==> config.mk <==
export PLATFORM = sky130hd
export DESIGN_NAME = game_scheduler
export DESIGN_NICKNAME = d
export VERILOG_FILES = /design/src/rtl/game_pkg.sv /design/src/rtl/game_scheduler_step_timer.sv /design/src/rtl/game_scheduler.sv
export SDC_FILE = /design/constraint.sdc
export NUM_CORES = 1
export LEC_CHECK = 0
export CORE_MARGIN = 2
export CORE_UTILIZATION = 60
export CTS_CLUSTER_SIZE = 10
export DETAILED_ROUTE_END_ITERATION = 7
export PLACE_DENSITY = 0.8
export SETUP_SLACK_MARGIN = 0.15
export SYNTH_ARGS = -nofsm -noshare
export SYNTH_HDL_FRONTEND = slang
export SYNTH_HIERARCHICAL = 1
export SYNTH_SLANG_ARGS = --single-unit
==> constraint.sdc <==
create_clock -name clock -period 7.3 [get_ports clock]
set_input_delay 2.19 -clock clock [delete_from_list [all_inputs] [get_ports clock]]
set_output_delay 2.19 -clock clock [all_outputs]
set_load 0.01 [all_outputs]
==> src/rtl/game_pkg.sv <==
// Shared definitions for the cat-and-mouse game: round state encoding,
// default move-rate constants and the step-timer firing rule.
package game_pkg;

    typedef enum logic [2:0] {
        ST_IDLE  = 3'd0,
        ST_CLEAR = 3'd1,
        ST_COUNT = 3'd2,
        ST_PLAY  = 3'd3,
        ST_OVER  = 3'd4
    } state_e;

    localparam int DEF_BASE_PERIOD = 65;
    localparam int DEF_MAX_CHEESE  = 64;

    // A step is due once the counter has reached period-1; using >= lets a
    // period that shrank below the current count fire instead of wrapping.
    function automatic logic stepDue(input logic [7:0] count, input logic [7:0] period);
        return ({1'b0, count} + 9'd1) >= {1'b0, period};
    endfunction

endpackage

==> src/rtl/game_scheduler_step_timer.sv <==
// Free-running step counter producing a one-cycle move strobe every
// `period` enabled cycles.
module step_timer
    import game_pkg::*;
(
    input  logic       clock,
    input  logic       reset,
    input  logic       en,
    input  logic       clr,
    input  logic [7:0] period,
    output logic       step
);

    logic [7:0] count;

    // Step counter and registered strobe
    always_ff @(posedge clock or negedge reset) begin
        if (!reset) begin
            count <= 8'd0;
            step  <= 1'b0;
        end else if (clr) begin
            count <= 8'd0;
            step  <= 1'b0;
        end else if (en) begin
            if (stepDue(count, period)) begin
                count <= 8'd0;
                step  <= 1'b1;
            end else begin
                count <= count + 8'd1;
                step  <= 1'b0;
            end
        end else begin
            step <= 1'b0;
        end
    end

endmodule

==> src/rtl/game_scheduler.sv <==
// Round sequencer (idle, clear, countdown, play, over) and cheese-dependent
// move-rate scheduler for the mouse and cat.
module game_scheduler
    import game_pkg::*;
#(
    parameter int BASE_PERIOD     = DEF_BASE_PERIOD,
    parameter int MAX_CHEESE      = DEF_MAX_CHEESE,
    parameter int COUNTDOWN_TICKS = 3,
    parameter int SEC_DIV         = 50_000_000
) (
    input  logic                              clock,
    input  logic                              reset,
    input  logic                              start,
    input  logic                              game_over_in,
    input  logic                              cheese_event,
    output logic                              game_clear,
    output logic                              play_en,
    output logic                              mouse_step,
    output logic                              cat_step,
    // Sized to hold MAX_CHEESE itself, not just MAX_CHEESE-1
    output logic [$clog2(MAX_CHEESE+1)-1:0]   cheese_count,
    output logic [1:0]                        countdown,
    output logic [2:0]                        state
);

    localparam int CW    = $clog2(MAX_CHEESE + 1);
    localparam int DIV_W = (SEC_DIV > 1) ? $clog2(SEC_DIV) : 1;

    state_e           stateR;
    logic [DIV_W-1:0] divCount;
    logic [7:0]       mousePeriod;
    logic [7:0]       catPeriod;
    logic             stepEn;
    logic             stepClr;

    // Periods follow the registered cheese count, so a new count applies next cycle
    always_comb begin
        mousePeriod = 8'(BASE_PERIOD) + 8'(cheese_count);
        catPeriod   = 8'(BASE_PERIOD) - 8'(cheese_count);
        // A collision in this cycle suppresses any strobe from this edge on
        stepEn      = (stateR == ST_PLAY) && !game_over_in;
        stepClr     = (stateR == ST_CLEAR);
    end

    // Round state machine, countdown divider and cheese counter
    always_ff @(posedge clock or negedge reset) begin
        if (!reset) begin
            stateR       <= ST_IDLE;
            divCount     <= '0;
            game_clear   <= 1'b0;
            play_en      <= 1'b0;
            cheese_count <= '0;
            countdown    <= 2'd0;
        end else begin
            game_clear <= 1'b0;
            case (stateR)
                ST_IDLE, ST_OVER: begin
                    if (start) begin
                        stateR       <= ST_CLEAR;
                        game_clear   <= 1'b1;
                        cheese_count <= '0;
                        divCount     <= '0;
                    end else begin
                        stateR <= stateR;
                    end
                end
                ST_CLEAR: begin
                    stateR       <= ST_COUNT;
                    cheese_count <= '0;
                    divCount     <= '0;
                    countdown    <= 2'(COUNTDOWN_TICKS);
                end
                ST_COUNT: begin
                    if (divCount == DIV_W'(SEC_DIV - 1)) begin
                        divCount <= '0;
                        if (countdown == 2'd1) begin
                            stateR    <= ST_PLAY;
                            play_en   <= 1'b1;
                            countdown <= 2'd0;
                        end else begin
                            countdown <= countdown - 2'd1;
                        end
                    end else begin
                        divCount <= divCount + DIV_W'(1);
                    end
                end
                ST_PLAY: begin
                    if (game_over_in) begin
                        stateR  <= ST_OVER;
                        play_en <= 1'b0;
                    end else if (cheese_event && (cheese_count < CW'(MAX_CHEESE))) begin
                        cheese_count <= cheese_count + CW'(1);
                    end else begin
                        cheese_count <= cheese_count;
                    end
                end
                default: begin
                    stateR  <= ST_IDLE;
                    play_en <= 1'b0;
                end
            endcase
        end
    end

    assign state = stateR;

    step_timer u_mouseTimer (
        .clock  (clock),
        .reset  (reset),
        .en     (stepEn),
        .clr    (stepClr),
        .period (mousePeriod),
        .step   (mouse_step)
    );

    step_timer u_catTimer (
        .clock  (clock),
        .reset  (reset),
        .en     (stepEn),
        .clr    (stepClr),
        .period (catPeriod),
        .step   (cat_step)
    );

endmodule

==> flow_metrics.env <==
export IMPL_min_period_over_period_pct=54.2
export IMPL_clk_latency_ns=0.35
export IMPL_timing_worst_slew_pin_value_ns=0.961
export IMPL_yosys_most_used_dff="dfrtp_1"
export IMPL_critPathArrivalTime_ns=4.22
export IMPL_grt_first_pass_wirelength_mm=14.7
export IMPL_combined_global_route_utilization_of_all_metal_layers_pct=25.3
export IMPL_power_per_cell_area_mw_per_mm2=349
export IMPL_yosys_warnings=6
export IMPL_cts_hold_fix_buffers=0
export IMPL_floorplan_initialDensity_pct=62.5
export IMPL_ant_nets=0
export IMPL_syn_avg_cell_area_sq_um=9.05
export IMPL_detail_route_drc_violations=0
export IMPL_drt_initial_drc_count=290
export IMPL_buffers_inserted_during_post_cts_setup_optimization=0
export IMPL_tritoncts="done"
export IMPL_number_of_nets_at_the_end_of_the_flow=485
export IMPL_timing_critical_path_to_type="flip-flop"
export IMPL_dieWidth_um=85.6
export IMPL_path_max_fanout=18
export IMPL_ios=21
export IMPL_synth_enable_flop_cells=0
export IMPL_top_library_cells_by_usage_in_the_layout_fill_and_taps_aside="dfrtp_1, nor2_1, inv_1"
export IMPL_routed_via_count=3272
export IMPL_htree_num_levels=3
export IMPL_clockRootBuffer="clkbuf_8"
export IMPL_synthToLayoutAreaGrowth_pct=10.8
export IMPL_post_drt_wl_per_cell_um=15.8
export IMPL_layout_filler_cell_count=503
export IMPL_fp_coreArea_sq_mm=0.00639
export IMPL_netlist_cell_type_count=59
export IMPL_worst_ir_drop_vdd_mv=0.233
export IMPL_grt_overflow_total=0
export IMPL_timing_clock_skew_ns=0.00807
export IMPL_drt_via_density=6.07
export IMPL_dpl_instance_area_sq_mm=0.00421
export IMPL_worstSetupStartpointType="primary input"
export IMPL_synth_fp_nets=469
export IMPL_final_hold_slack_ns=0.508
export IMPL_min_path_type="reg2reg"
export IMPL_layout_cells_most_common="dfrtp_1"
export IMPL_cts_clk_slew_worst_paths_ns=0.07
export IMPL_placed_cells=523
export IMPL_clock_sinks=58
export IMPL_chipHeight_um=85.6
export IMPL_dieArea_sq_mm=0.00732
export IMPL_wirelength_mm=8.53
export IMPL_antenna_found_initial=0
export IMPL_synth_async_sr_flop_share_pct=100
export IMPL_ys_seq_elements=58
export IMPL_cpPeakStageDelay_ns=0.50
export IMPL_drv_slew=0
export IMPL_final_hold_violation_count=0
export IMPL_synthCells=441
export IMPL_outcome="finished, final reports clean"
export IMPL_totalPowerFinal_mw=1.54
export IMPL_sequential_element_share_of_the_synthesized_area_pct=36.4
export IMPL_setup_viol_count_final=0
export IMPL_fin_area_sq_mm=0.00443
export IMPL_post_route_cells_drive_above_1_share_pct=10.8
export IMPL_crit_chain="clkdlybuf4s50_1 -> or3b_1 -> o21ai_2 -> nand3_2 -> or3_1 -> a21oi_1"
export IMPL_drv_max_cap_violation_count=0
export IMPL_stdcell_count=539
export IMPL_placementRows=29
export IMPL_final_worst_path_period_need_ns=3.95
export IMPL_diodes=0
export IMPL_critPathSlowestCell="clkdlybuf4s50_1"
export IMPL_drt_first_pass_iters=4
export IMPL_leakage_nw=1.86
export IMPL_setup_repair_after_global_routing_missed_its_margin="no"
export IMPL_max_clock_freq_mhz=253
export IMPL_grt_start_max_net_pins=59
export IMPL_crit_type="in2reg"
export IMPL_cts_made_buffers=9
export IMPL_gp_congestion=0.838
export IMPL_grt_pass1_vias=3197
export IMPL_netlist_area_sq_mm=0.00399
export IMPL_required_time_of_the_critical_path_ns=7.57
export IMPL_io_buffer_count=20
export IMPL_clockBufferDepth=2
export IMPL_relSlewSlack_pct=35.6
export IMPL_final_setup_tns_ns=0
export IMPL_dp_final_hpwl_mm=6.04
export IMPL_cts_resized_gates=0
-- synth_stat cells (2+ instances only) --
cell type	number	area share [%]
a221oi_4	2	1.3
ha_1	23	7.2
buf_2	7	0.88
a22o_1	4	0.88
xor2_1	14	3.1
o31ai_1	2	0.38
or3_1	7	1.1
nand3_2	4	1.0
or3b_2	2	0.44
a21o_1	5	0.94
and2_1	2	0.31
a32oi_1	6	1.3
nand3_4	2	0.88
and3_4	2	0.56
o21ai_0	17	2.1
nor4_4	4	2.1
o22ai_1	2	0.31
buf_4	2	0.38
nand2b_1	14	2.2
o32ai_2	2	0.81
nand4_1	13	2.0
dfrtp_1	58	36
and3_1	2	0.31
clkbuf_1	7	0.66
o32ai_1	6	1.3
nor2_1	43	4.0
mux2_2	3	0.85
nand3b_1	2	0.38
a41oi_1	3	0.66
inv_1	36	3.4
mux2i_1	3	0.75
a21oi_1	16	2.0
xnor2_1	17	3.7
nand3_1	20	2.5
buf_6	2	0.56
nor2b_1	7	1.1
nor3_1	11	1.4
nor2_2	3	0.47
nand2_1	33	3.1
or2_2	2	0.31
or2_1	2	0.31
a31oi_1	12	1.9
-- stage by stage --
stage	worst slack (ns)	utilization (%)
6_report	3.35	69.3
3_5_place_dp	2.99	65.9
3_3_place_gp	3.04	65.9
4_1_cts	3.36	69.3
2_1_floorplan	3.85	-
5_1_grt	3.23	69.3
-- layout make-up --
| cell class | instances | area, sq um | share of cell area, % |
|---|---|---|---|
| inverter | 36 | 135 | 3.05 |
| multi-input combinational | 329 | 2310 | 52.1 |
| clock buffer | 10 | 138 | 3.11 |
| sequential | 58 | 1450 | 32.8 |
| timing repair buffer | 23 | 218 | 4.92 |
| clock inverter | 6 | 80.1 | 1.81 |
| tap | 77 | 96.3 | 2.18 |
-- per-layer routing --
metal	vias to the layer above	GRT usage (%)	share of wire [%]
met4	0	8.95	1.7
met1	1571	32.5	44
met2	88	42.8	49
met5	-	0	0
li1	1599	-	-
met3	14	4.81	4.9
-- path summary, 6_finish.rpt --
kind / slack, ns / cells past startpoint / from / to
max: 3.35 / 6 / start / divCount[25]
min: 0.51 / 1 / divCount[22] / divCount[22]
max reg2reg: 4.59 / 10 / cheese_count[1] / u_mouseTimer/count[5]
min reg2reg: 0.51 / 1 / divCount[22] / divCount[22]
max in group asynchronous: 4.80 / 2 / reset / divCount[4]
min in group asynchronous: 1.97 / 2 / reset / u_catTimer/count[6]
-- flip-flops by register name, indices dropped and copies added (netlist names) --
register and flops:
cheese_count 7, game_clear 1, u_mouseTimer/step 1, u_mouseTimer/count 8
state 3, u_catTimer/step 1, countdown 2, divCount 26
u_catTimer/count 8, play_en 1
-- kinds of logic (layout without fill, tap and decap cells) --
group           after synthesis  after routing  share of synthesized area [%]
fa+ha+maj                    23             23                           7.21
xor+xnor                     31             31                           6.80
compound gates               87             87                           16.0
mux                           6              6                           1.60
flops                        58             58                           36.4
buf+inv                      54             75                           5.86
simple gates                182            182                           26.2
-- power breakdown --
part / switching (mW) / leakage, nW / total [mW] / internal, mW
clock network: 0.133 / 0.116 / 0.332 / 0.199
registers: 0.117 / 0.758 / 0.516 / 0.399
logic: 0.397 / 0.982 / 0.695 / 0.298
total: 0.647 / 1.86 / 1.54 / 0.896
-- worst max-delay path: cells and delay by family --
kind / cells / cell delay, ns
AO/OA/AOI/OAI: 2 / 0.46
buffers and inverters: 1 / 0.50
AND/OR/NAND/NOR: 3 / 1.06
Note: power is estimated with default switching activity, not from simulation.
